[config.mk]
export PLATFORM = sky130hd
export DESIGN_NAME = updown_sweep_ctrl_flat
export DESIGN_NICKNAME = d
export VERILOG_FILES = /design/src/rtl/updown_sweep_ctrl_if.sv /design/src/rtl/updown_sweep_ctrl.sv /design/src/flat_wrapper.sv
export SDC_FILE = /design/constraint.sdc
export NUM_CORES = 1
export LEC_CHECK = 0
export ABC_AREA = 1
export CAP_MARGIN = 20
export CORE_ASPECT_RATIO = 0.6
export CORE_MARGIN = 5
export CORE_UTILIZATION = 50
export CTS_CLUSTER_DIAMETER = 150
export DETAILED_ROUTE_END_ITERATION = 6
export GPL_ROUTABILITY_DRIVEN = 1
export GPL_TIMING_DRIVEN = 0
export PLACE_DENSITY = 0.81
export SLEW_MARGIN = 10
export SYNTH_ARGS = -nofsm -noshare
export SYNTH_HDL_FRONTEND = slang
export SYNTH_SLANG_ARGS = --single-unit
[constraint.sdc]
create_clock -name clk -period 2.7 [get_ports clk]
set_input_delay 0.54 -clock clk [delete_from_list [all_inputs] [get_ports clk]]
set_output_delay 0.54 -clock clk [all_outputs]
set_load 0.005 [all_outputs]
[src/rtl/updown_sweep_ctrl_if.sv]
// Bundle between the sweep sequencer and its surroundings: the requester's
// command/status signals plus the control and feedback lines of the loadable
// up/down counter.
//
//   start, stop           request / abort from the requester
//   mode, lo, hi          sweep shape and bounds (captured on accepted start)
//   num_pass              ping-pong leg count (captured on accepted start)
//   cnt_q                 counter output fed back to the sequencer
//   cnt_din/en/load/in    counter direction, step enable, load, load value
//   busy, done, aborted   sweep status back to the requester
//   err                   one-cycle pulse for a rejected start
//
// master: requester + counter side.  slave: the sequencer.
interface updown_sweep_ctrl_if #(
  parameter int unsigned N  = 10,
  parameter int unsigned PW = 8
);
  logic          start;
  logic          stop;
  logic [1:0]    mode;
  logic [N-1:0]  lo;
  logic [N-1:0]  hi;
  logic [PW-1:0] num_pass;
  logic [N-1:0]  cnt_q;
  logic          cnt_din;
  logic          cnt_en;
  logic          cnt_load;
  logic [N-1:0]  cnt_in;
  logic          busy;
  logic          done;
  logic          aborted;
  logic          err;

  modport master (
    output start, stop, mode, lo, hi, num_pass, cnt_q,
    input  cnt_din, cnt_en, cnt_load, cnt_in, busy, done, aborted, err
  );

  modport slave (
    input  start, stop, mode, lo, hi, num_pass, cnt_q,
    output cnt_din, cnt_en, cnt_load, cnt_in, busy, done, aborted, err
  );
endinterface

[src/rtl/updown_sweep_ctrl.sv]
// Sequencer for a loadable N-bit up/down counter. Runs a programmed sweep
// between two bounds (up, down, or ping-pong for a number of legs), owns the
// counter's initialisation through Load, and reports busy/done/err.
//
// Ports:
//   clk   system clock, rising edge
//   rst   synchronous active-high reset
//   bus   updown_sweep_ctrl_if.slave: command inputs, counter feedback,
//         counter controls and status outputs
//
// State walk: IDLE -> LOAD (one cycle) -> RUN (until target / stop) ->
// DONE (one cycle) -> IDLE.
module updown_sweep_ctrl #(
  parameter int unsigned N  = 10,
  parameter int unsigned PW = 8
) (
  input logic                clk,
  input logic                rst,
  updown_sweep_ctrl_if.slave bus
);

  localparam logic [1:0] ModeDown = 2'b01;
  localparam logic [1:0] ModePing = 2'b10;
  localparam logic [1:0] ModeRsvd = 2'b11;

  typedef enum logic [1:0] {
    StIdle,
    StLoad,
    StRun,
    StDone
  } state_e;

  state_e        state_q, state_d;
  logic [N-1:0]  lo_q, lo_d;
  logic [N-1:0]  hi_q, hi_d;
  logic [PW-1:0] passes_left_q, passes_left_d;
  logic          dir_q, dir_d;
  logic          aborted_q, aborted_d;
  logic          err_q, err_d;

  logic          start_bad;
  logic [N-1:0]  target;
  logic          at_target;

  logic          cnt_din;
  logic          cnt_en;
  logic          cnt_load;
  logic [N-1:0]  cnt_in;
  logic          busy;
  logic          done;
  logic          aborted;

  assign start_bad = (bus.mode == ModeRsvd) || (bus.lo > bus.hi);

  // The leg currently running heads for hi when counting up, lo when down.
  assign target    = dir_q ? hi_q : lo_q;
  assign at_target = (bus.cnt_q == target);

  // Next-state and outputs.
  always_comb begin
    state_d       = state_q;
    lo_d          = lo_q;
    hi_d          = hi_q;
    passes_left_d = passes_left_q;
    dir_d         = dir_q;
    aborted_d     = aborted_q;
    err_d         = 1'b0;

    cnt_din  = 1'b0;
    cnt_en   = 1'b0;
    cnt_load = 1'b0;
    cnt_in   = '0;
    busy     = 1'b0;
    done     = 1'b0;
    aborted  = 1'b0;

    unique case (state_q)
      StIdle: begin
        if (bus.start) begin
          if (start_bad) begin
            err_d = 1'b1;
          end else begin
            lo_d      = bus.lo;
            hi_d      = bus.hi;
            dir_d     = (bus.mode != ModeDown);
            aborted_d = 1'b0;
            if (bus.mode == ModePing) begin
              passes_left_d = (bus.num_pass == '0) ? PW'(1) : bus.num_pass;
            end else begin
              passes_left_d = PW'(1);
            end
            state_d = StLoad;
          end
        end
      end

      StLoad: begin
        busy     = 1'b1;
        cnt_load = 1'b1;
        // Start from the bound opposite the first target.
        cnt_in   = dir_q ? lo_q : hi_q;
        if (bus.stop) begin
          aborted_d = 1'b1;
          state_d   = StDone;
        end else begin
          state_d = StRun;
        end
      end

      StRun: begin
        busy    = 1'b1;
        cnt_din = dir_q;
        if (bus.stop) begin
          // Stop beats a target match and freezes the counter this cycle.
          aborted_d = 1'b1;
          state_d   = StDone;
        end else if (at_target) begin
          if (passes_left_q <= PW'(1)) begin
            aborted_d = 1'b0;
            state_d   = StDone;
          end else begin
            // Turnaround: one dwell cycle with the counter held.
            dir_d         = ~dir_q;
            passes_left_d = passes_left_q - PW'(1);
          end
        end else begin
          // Enable depends on live cnt_q so the counter halts exactly on target.
          cnt_en = 1'b1;
        end
      end

      StDone: begin
        busy    = 1'b1;
        done    = 1'b1;
        aborted = aborted_q;
        state_d = StIdle;
      end

      default: begin
        state_d = StIdle;
      end
    endcase
  end

  always_ff @(posedge clk) begin
    if (rst) begin
      state_q       <= StIdle;
      lo_q          <= '0;
      hi_q          <= '0;
      passes_left_q <= '0;
      dir_q         <= 1'b0;
      aborted_q     <= 1'b0;
      err_q         <= 1'b0;
    end else begin
      state_q       <= state_d;
      lo_q          <= lo_d;
      hi_q          <= hi_d;
      passes_left_q <= passes_left_d;
      dir_q         <= dir_d;
      aborted_q     <= aborted_d;
      err_q         <= err_d;
    end
  end

  assign bus.cnt_din  = cnt_din;
  assign bus.cnt_en   = cnt_en;
  assign bus.cnt_load = cnt_load;
  assign bus.cnt_in   = cnt_in;
  assign bus.busy     = busy;
  assign bus.done     = done;
  assign bus.aborted  = aborted;
  assign bus.err      = err_q;

endmodule

[src/flat_wrapper.sv]
// flat-port wrapper written by rule: the top's interface ports become plain ports
module updown_sweep_ctrl_flat 
#(
  parameter int unsigned N  = 10,
  parameter int unsigned PW = 8
)
  (clk, rst, bus_start, bus_stop, bus_mode, bus_lo, bus_hi, bus_num_pass, bus_cnt_q, bus_cnt_din, bus_cnt_en, bus_cnt_load, bus_cnt_in, bus_busy, bus_done, bus_aborted, bus_err);
  updown_sweep_ctrl_if #(.N(N), .PW(PW)) bus_i ();
  input logic clk;
  input logic rst;
  input wire logic [$bits(bus_i.start)-1:0] bus_start;
  input wire logic [$bits(bus_i.stop)-1:0] bus_stop;
  input wire logic [$bits(bus_i.mode)-1:0] bus_mode;
  input wire logic [$bits(bus_i.lo)-1:0] bus_lo;
  input wire logic [$bits(bus_i.hi)-1:0] bus_hi;
  input wire logic [$bits(bus_i.num_pass)-1:0] bus_num_pass;
  input wire logic [$bits(bus_i.cnt_q)-1:0] bus_cnt_q;
  output wire logic [$bits(bus_i.cnt_din)-1:0] bus_cnt_din;
  output wire logic [$bits(bus_i.cnt_en)-1:0] bus_cnt_en;
  output wire logic [$bits(bus_i.cnt_load)-1:0] bus_cnt_load;
  output wire logic [$bits(bus_i.cnt_in)-1:0] bus_cnt_in;
  output wire logic [$bits(bus_i.busy)-1:0] bus_busy;
  output wire logic [$bits(bus_i.done)-1:0] bus_done;
  output wire logic [$bits(bus_i.aborted)-1:0] bus_aborted;
  output wire logic [$bits(bus_i.err)-1:0] bus_err;
  assign bus_i.start = bus_start;
  assign bus_i.stop = bus_stop;
  assign bus_i.mode = bus_mode;
  assign bus_i.lo = bus_lo;
  assign bus_i.hi = bus_hi;
  assign bus_i.num_pass = bus_num_pass;
  assign bus_i.cnt_q = bus_cnt_q;
  assign bus_cnt_din = bus_i.cnt_din;
  assign bus_cnt_en = bus_i.cnt_en;
  assign bus_cnt_load = bus_i.cnt_load;
  assign bus_cnt_in = bus_i.cnt_in;
  assign bus_busy = bus_i.busy;
  assign bus_done = bus_i.done;
  assign bus_aborted = bus_i.aborted;
  assign bus_err = bus_i.err;
  updown_sweep_ctrl #(.N(N), .PW(PW)) u_core (.clk(clk), .rst(rst), .bus(bus_i));
endmodule
### Yosys cells after proc, flatten, opt, wreduce, memory -nomap -nowiden

Index checks and enable logic that the tools add are counted.

| storage, ports and cells | value |
|---|---|
| register bits after elaboration | 33 |
| bits of input ports | 44 |
| output and inout bits | 17 |

| cells by class | value |
|---|---|
| add/subtract/negate cells | 1 |
| $lt $le $gt $ge | 2 |
| equal/unequal tests | 15 |
| multiplexer cells | 40 |
| bitwise gates (word level) | 4 |
| reduce and logical (&&, ||, !) cells | 11 |

Operators with widths:

| cell | number |
|---|---|
| 8-bit two-way mux | 7 |
| 10-bit two-way mux | 3 |
| 1-bit two-way mux | 21 |
| 8-bit case mux with 2 select lines | 1 |
| 6-bit AND reduction | 2 |
| 10-bit == test | 1 |
| 10-bit greater-than comparator | 1 |
| 2-bit two-way mux | 5 |
| 2-bit inequality test, second input constant | 5 |
| 2-bit == test, second input constant | 4 |
| 8-bit by 1-bit <= comparator with 1-bit output, second input constant | 1 |
| 8-bit logical NOT | 1 |
| 2-bit case mux with 4 select lines | 1 |
| 8-bit by 1-bit subtractor with 8-bit output, second input constant | 1 |
| 3-bit by 2-bit inequality test with 1-bit output, second input constant | 2 |
| 3-bit OR reduction | 2 |
| 2-bit by 1-bit inequality test with 1-bit output, second input constant | 2 |
| 1-bit NOT | 4 |
| 4-bit AND reduction | 1 |
| 1-bit case mux with 3 select lines | 1 |
| 3-bit AND reduction | 1 |
| 3-bit nonzero test | 1 |
| 2-bit by 1-bit == test with 1-bit output, second input constant | 1 |
| 2-bit logical NOT | 1 |
| other kinds (3) | 3 |

### Depth between registers and ports, before layout

| depth | value |
|---|---|
| word-level depth | 6 |
| depth in mapped cells | 15 |
| gate-level depth less buffers | 15 |

### Least setup slack after synthesis

No wires, ideal clock.

| timing path | value |
|---|---|
| kind | input port to flip-flop |
| from | input port bus_hi[9] |
| to | register u_core.dir_q |
| library setup time | 0.062 ns |
| arrival time | 1.994 ns |
| data required time | 2.638 ns |
| setup slack | 0.644 ns |
| cell stages on the path | 13 |
| cells stage by stage | inv_1 -> ha_1 -> nand2_1 -> inv_1 -> a21oi_1 -> nand3_1 -> nand2_1 -> nand2_1 -> a21oi_2 -> and2_1 -> buf_6 -> nor2_1 -> nor2_2 |

| on the way | value |
|---|---|
| cells in the longest elaborated chain, start to end | 4 |

Ends and longest elaborated chain:

| item | line | source |
|---|---|---|
| from (decl) | flat_wrapper.sv:15 | `input wire logic [$bits(bus_i.hi)-1:0] bus_hi;` |
| 10-bit greater-than comparator | updown_sweep_ctrl.sv:53 | `assign start_bad = (bus.mode == ModeRsvd) \|\| (bus.lo > bus.hi);` |
| 1-bit logical OR | updown_sweep_ctrl.sv:53 |  |
| 2-bit inequality test (no line) | - |  |
| 6-bit AND reduction (no line) | - |  |
| to (signal assigned) | updown_sweep_ctrl.sv:159 | `dir_q <= dir_d;` |
| to (decl) | updown_sweep_ctrl.sv:37 | `logic dir_q, dir_d;` |

Every way passes these cells.
A chain may end at the register's enable or synchronous reset.

### Worst setup path after layout

| timing path | value |
|---|---|
| from | input port bus_hi[5] |
| to | register u_core.lo_q[1] |

| on the way | value |
|---|---|
| cells in the longest elaborated chain, start to end | 4 |

Ends and longest elaborated chain:

| item | line | source |
|---|---|---|
| 10-bit greater-than comparator | updown_sweep_ctrl.sv:53 |  |
| 1-bit logical OR | updown_sweep_ctrl.sv:53 |  |
| 1-bit NOT (no line) | - |  |
| 3-bit AND reduction (no line) | - |  |
| to (signal assigned) | updown_sweep_ctrl.sv:156 | `lo_q <= lo_d;` |
| to (decl) | updown_sweep_ctrl.sv:34 | `logic [N-1:0] lo_q, lo_d;` |

Every way passes these cells.

==> results.py <==
metrics = {
    "outcome": {
        "status": "completed",
    },
    "critical_path": {
        "critPathKind": "in2reg",
        "critPathMaxStageDelay_ps": 490,
        "r2r_slack_ps": 530,
        "critPathBufInv": 5,
        "critPathMostFrequentCell": "nand2_1",
        "crit_slowest_cell": "clkdlybuf4s50_1",
        "arrival_ps": 2730,
        "r2r-end": "u_core.passes_left_q[1]",
        "rr_startpoint": "u_core.dir_q",
        "cp_top_family": "buffers and inverters",
        "start_kind": "input port",
        "reg2reg_depth": 15,
        "endpoint_kind": "flop",
        "crit_required_ps": 2870,
        "path_max_fanout": 10,
        "crit_chain": "clkdlybuf4s50_1, inv_1, ha_1, nand2_1, inv_1, nand2_1, nand2_1, nand2_1, nand3_1, nand2_1, nand2_1, inv_1, nand3_1, buf_2, o21ai_1, a21oi_1",
    },
    "global_routing": {
        "grt_overflow_total": 0,
        "grt_pass1_vias": 2404,
        "grt_first_pass_wirelength_um": 11590,
        "grt_max_degree": 15,
        "antenna_found_initial": 0,
        "track_usage": 0.2266,
    },
    "floorplanning": {
        "design.die.area_um2": 6385,
        "rows": 19,
        "die_h_um": 63.93,
        "die_w_um": 99.88,
        "core_um2": 4636,
        "start_util": 0.5228,
        "io_pins": 61,
    },
    "timing": {
        "fmax_ghz": 0.3899,
        "finalWorstSetupSlack_ps": 135.1,
        "worst_slew_pin_slew_ps": 566.8,
        "slew_viol_final": 0,
        "finalSetupTns_ps": 0,
        "fin_skew_ps": 4.191,
        "min_period_over_period": 0.9500,
        "rsz0062_at_grt": "yes",
        "post-route-min-period_ps": 2565,
        "finalSetupViolations": 0,
        "finalHoldViolations": 0,
        "slew-limit-headroom": 0.6221,
    },
    "clocking": {
        "cts_buffer_depth": 2,
        "hold_buffers": 0,
        "cts_root_buf": "clkbuf_8",
        "numCtsBuffers": 5,
        "clk_pin_slew_worst_paths_ps": 70,
        "cts_max_level": 2,
        "worstSkewPairLatency_ps": 290,
        "cts_sinks": 33,
        "cts_tree": "done",
    },
    "synth": {
        "synth-seq-cells": 33,
        "syn_area_um2": 2424,
        "async_reset_ff_frac": 0,
        "synth_cell_types": 31,
        "avgSynthCellArea_um2": 6.214,
        "synth_nets": 451,
        "synth_ff_type": "dfxtp_1",
        "yosysSeqAreaShare": 0.2726,
        "postSynthCellCount": 390,
        "synth-warning-count": 0,
        "synth_edf_count": 0,
    },
    "final_layout": {
        "area_growth_pct": 33.92,
        "final_cell_mix": "nand2_1, inv_1, clkdlybuf4s50_1, a21oi_1, nor2_1",
        "fin_cells": 522,
        "diodes": 0,
        "final_common_cell": "nand2_1",
        "final_nets": 520,
        "layout-drive-gt1-share": 0.07190,
        "fin_util": 0.7001,
    },
    "job": {
        "max_cap_violations": 0,
    },
    "pwr": {
        "p_per_area_nw_per_um2": 720.0,
        "sw_frac_of_total": 0.4306,
        "finalPower_mw": 2.337,
        "p_seq_frac": 0.297,
        "switchingPower_mw": 1.006,
        "p_leak_nw": 1.523,
        "p_comb_frac": 0.540,
        "peakVddDrop_v": 0.0005028,
        "clock_power_share": 0.163,
        "cellInternalPower_mw": 1.330,
    },
    "routing": {
        "vias": 2703,
        "finalWirelength_um": 7205,
        "ant_nets": 0,
        "wire_per_inst_um": 13.80,
        "drt_iter0_drc": 262,
        "viasPerCell": 5.178,
        "first_pass_iters": 6,
        "post-route-drc-count": 0,
    },
    "placed_design": {
        "io_buffer_count": 60,
        "gp_congestion": 0.8872,
        "dp.final_hpwl_um": 5534,
        "placed_cells": 513,
        "pre_cts_slack_ps": -227.7,
    },
    "min_path": {
        "holdPathEnd": "u_core.hi_q[4]",
        "hold_path_class": "reg2reg",
        "min-delay-start": "u_core.hi_q[4]",
        "hold_path_depth": 2,
    },
}
power groups by stage:
| stage | Sequential, mW | Combinational, mW | Clock (mW) |
|---|---|---|---|
| after detailed placement | 0.699 | 1.18 | 0 |
| after floorplan | 0.672 | 0.828 | 0 |
| final | 0.693 | 1.26 | 0.382 |
| after CTS | 0.688 | 1.20 | 0.386 |
| after global routing | 0.707 | 1.42 | 0.407 |
| after global placement | 0.696 | 1.16 | 0 |
layout make-up:
class	instances	area, um2
inverter	61	229.0
clock buffer	7	86.33
fill	411	1390
tap	63	78.83
sequential	33	660.6
buffer	14	88.84
timing repair buffer	63	625.6
multi-input combinational	281	1476
cell families after synthesis:
logic type	Yosys count	synth area share
AND/OR/NAND/NOR	173	0.2999
AO/OA/AOI/OAI	86	0.1931
buffers and inverters	76	0.1285
flip-flops	33	0.2726
adder cells (fa/ha/maj)	17	0.08776
XOR/XNOR	5	0.01807
flip-flops by register name (all words and copies together) (netlist names):
| name | count |
|---|---|
| u_core.passes_left_q | 8 |
| u_core.lo_q | 10 |
| u_core.aborted_q | 1 |
| u_core.state_q | 2 |
| u_core.dir_q | 1 |
| u_core.bus.err | 1 |
| u_core.hi_q | 10 |
cell usage after synthesis, types with 3 or more instances:
cell | number | share of area
nand2_1 | 95 | 0.15
inv_1 | 60 | 0.093
nor2_1 | 41 | 0.064
a21oi_1 | 38 | 0.078
o21ai_0 | 37 | 0.076
dfxtp_1 | 33 | 0.27
nand3_1 | 19 | 0.039
ha_1 | 17 | 0.088
clkbuf_1 | 10 | 0.015
nand3b_1 | 7 | 0.022
a22oi_1 | 3 | 0.0093
nor3_1 | 3 | 0.0062
xnor2_1 | 3 | 0.011
what timing repair did:
action | 4_1_cts | 5_1_grt
pin swaps | 0 | 3
setup endpoints to repair | 12 | 40
buffers inserted | 0 | 3
resized for setup | 4 | 27
routing by layer:
metal	vias to the layer above	global-route usage	part of all wire
met2	109	0.3248	0.40
li1	1380	-	-
met3	9	0.05652	0.090
met4	0	0.05622	0.012
met1	1205	0.3364	0.49
met5	-	0	0
worst register-to-register path, cell delays in order (launching register included):
cell and delay, ps:
dfxtp_1 330, buf_6 140, buf_8 140, nand2_1 80
nand2_1 70, nand2_1 50, nand2_1 50, nand2_1 80
nor2_2 150, nand3_2 120, buf_4 160, o21ai_4 270
and2_1 200, buf_6 140, nor2_1 50, nor2_1 90
through the flow:
stage | hold WS, ps | cell area (um2)
3_5_place_dp | 455.2 | 3103
2_1_floorplan | 433.3 | 2424
6_report | 468.8 | 3246
5_1_grt | 484.0 | 3246
3_3_place_gp | 450.8 | 3103
4_1_cts | 465.7 | 3194
worst max-delay path by stage:
stage	start	endpoint	slack [ps]	cells past startpoint
3_5_place_dp	bus_hi[8]	u_core.lo_q[9]	-230	14
4_1_cts	bus_cnt_q[3]	bus_cnt_en	8	9
3_3_place_gp	bus_hi[5]	u_core.lo_q[0]	-190	14
2_1_floorplan	bus_hi[9]	u_core.dir_q	640	13
5_1_grt	bus_hi[5]	u_core.lo_q[1]	-40	16
6_report	bus_hi[5]	u_core.lo_q[1]	140	16
Power figures use the tool's default switching activity.
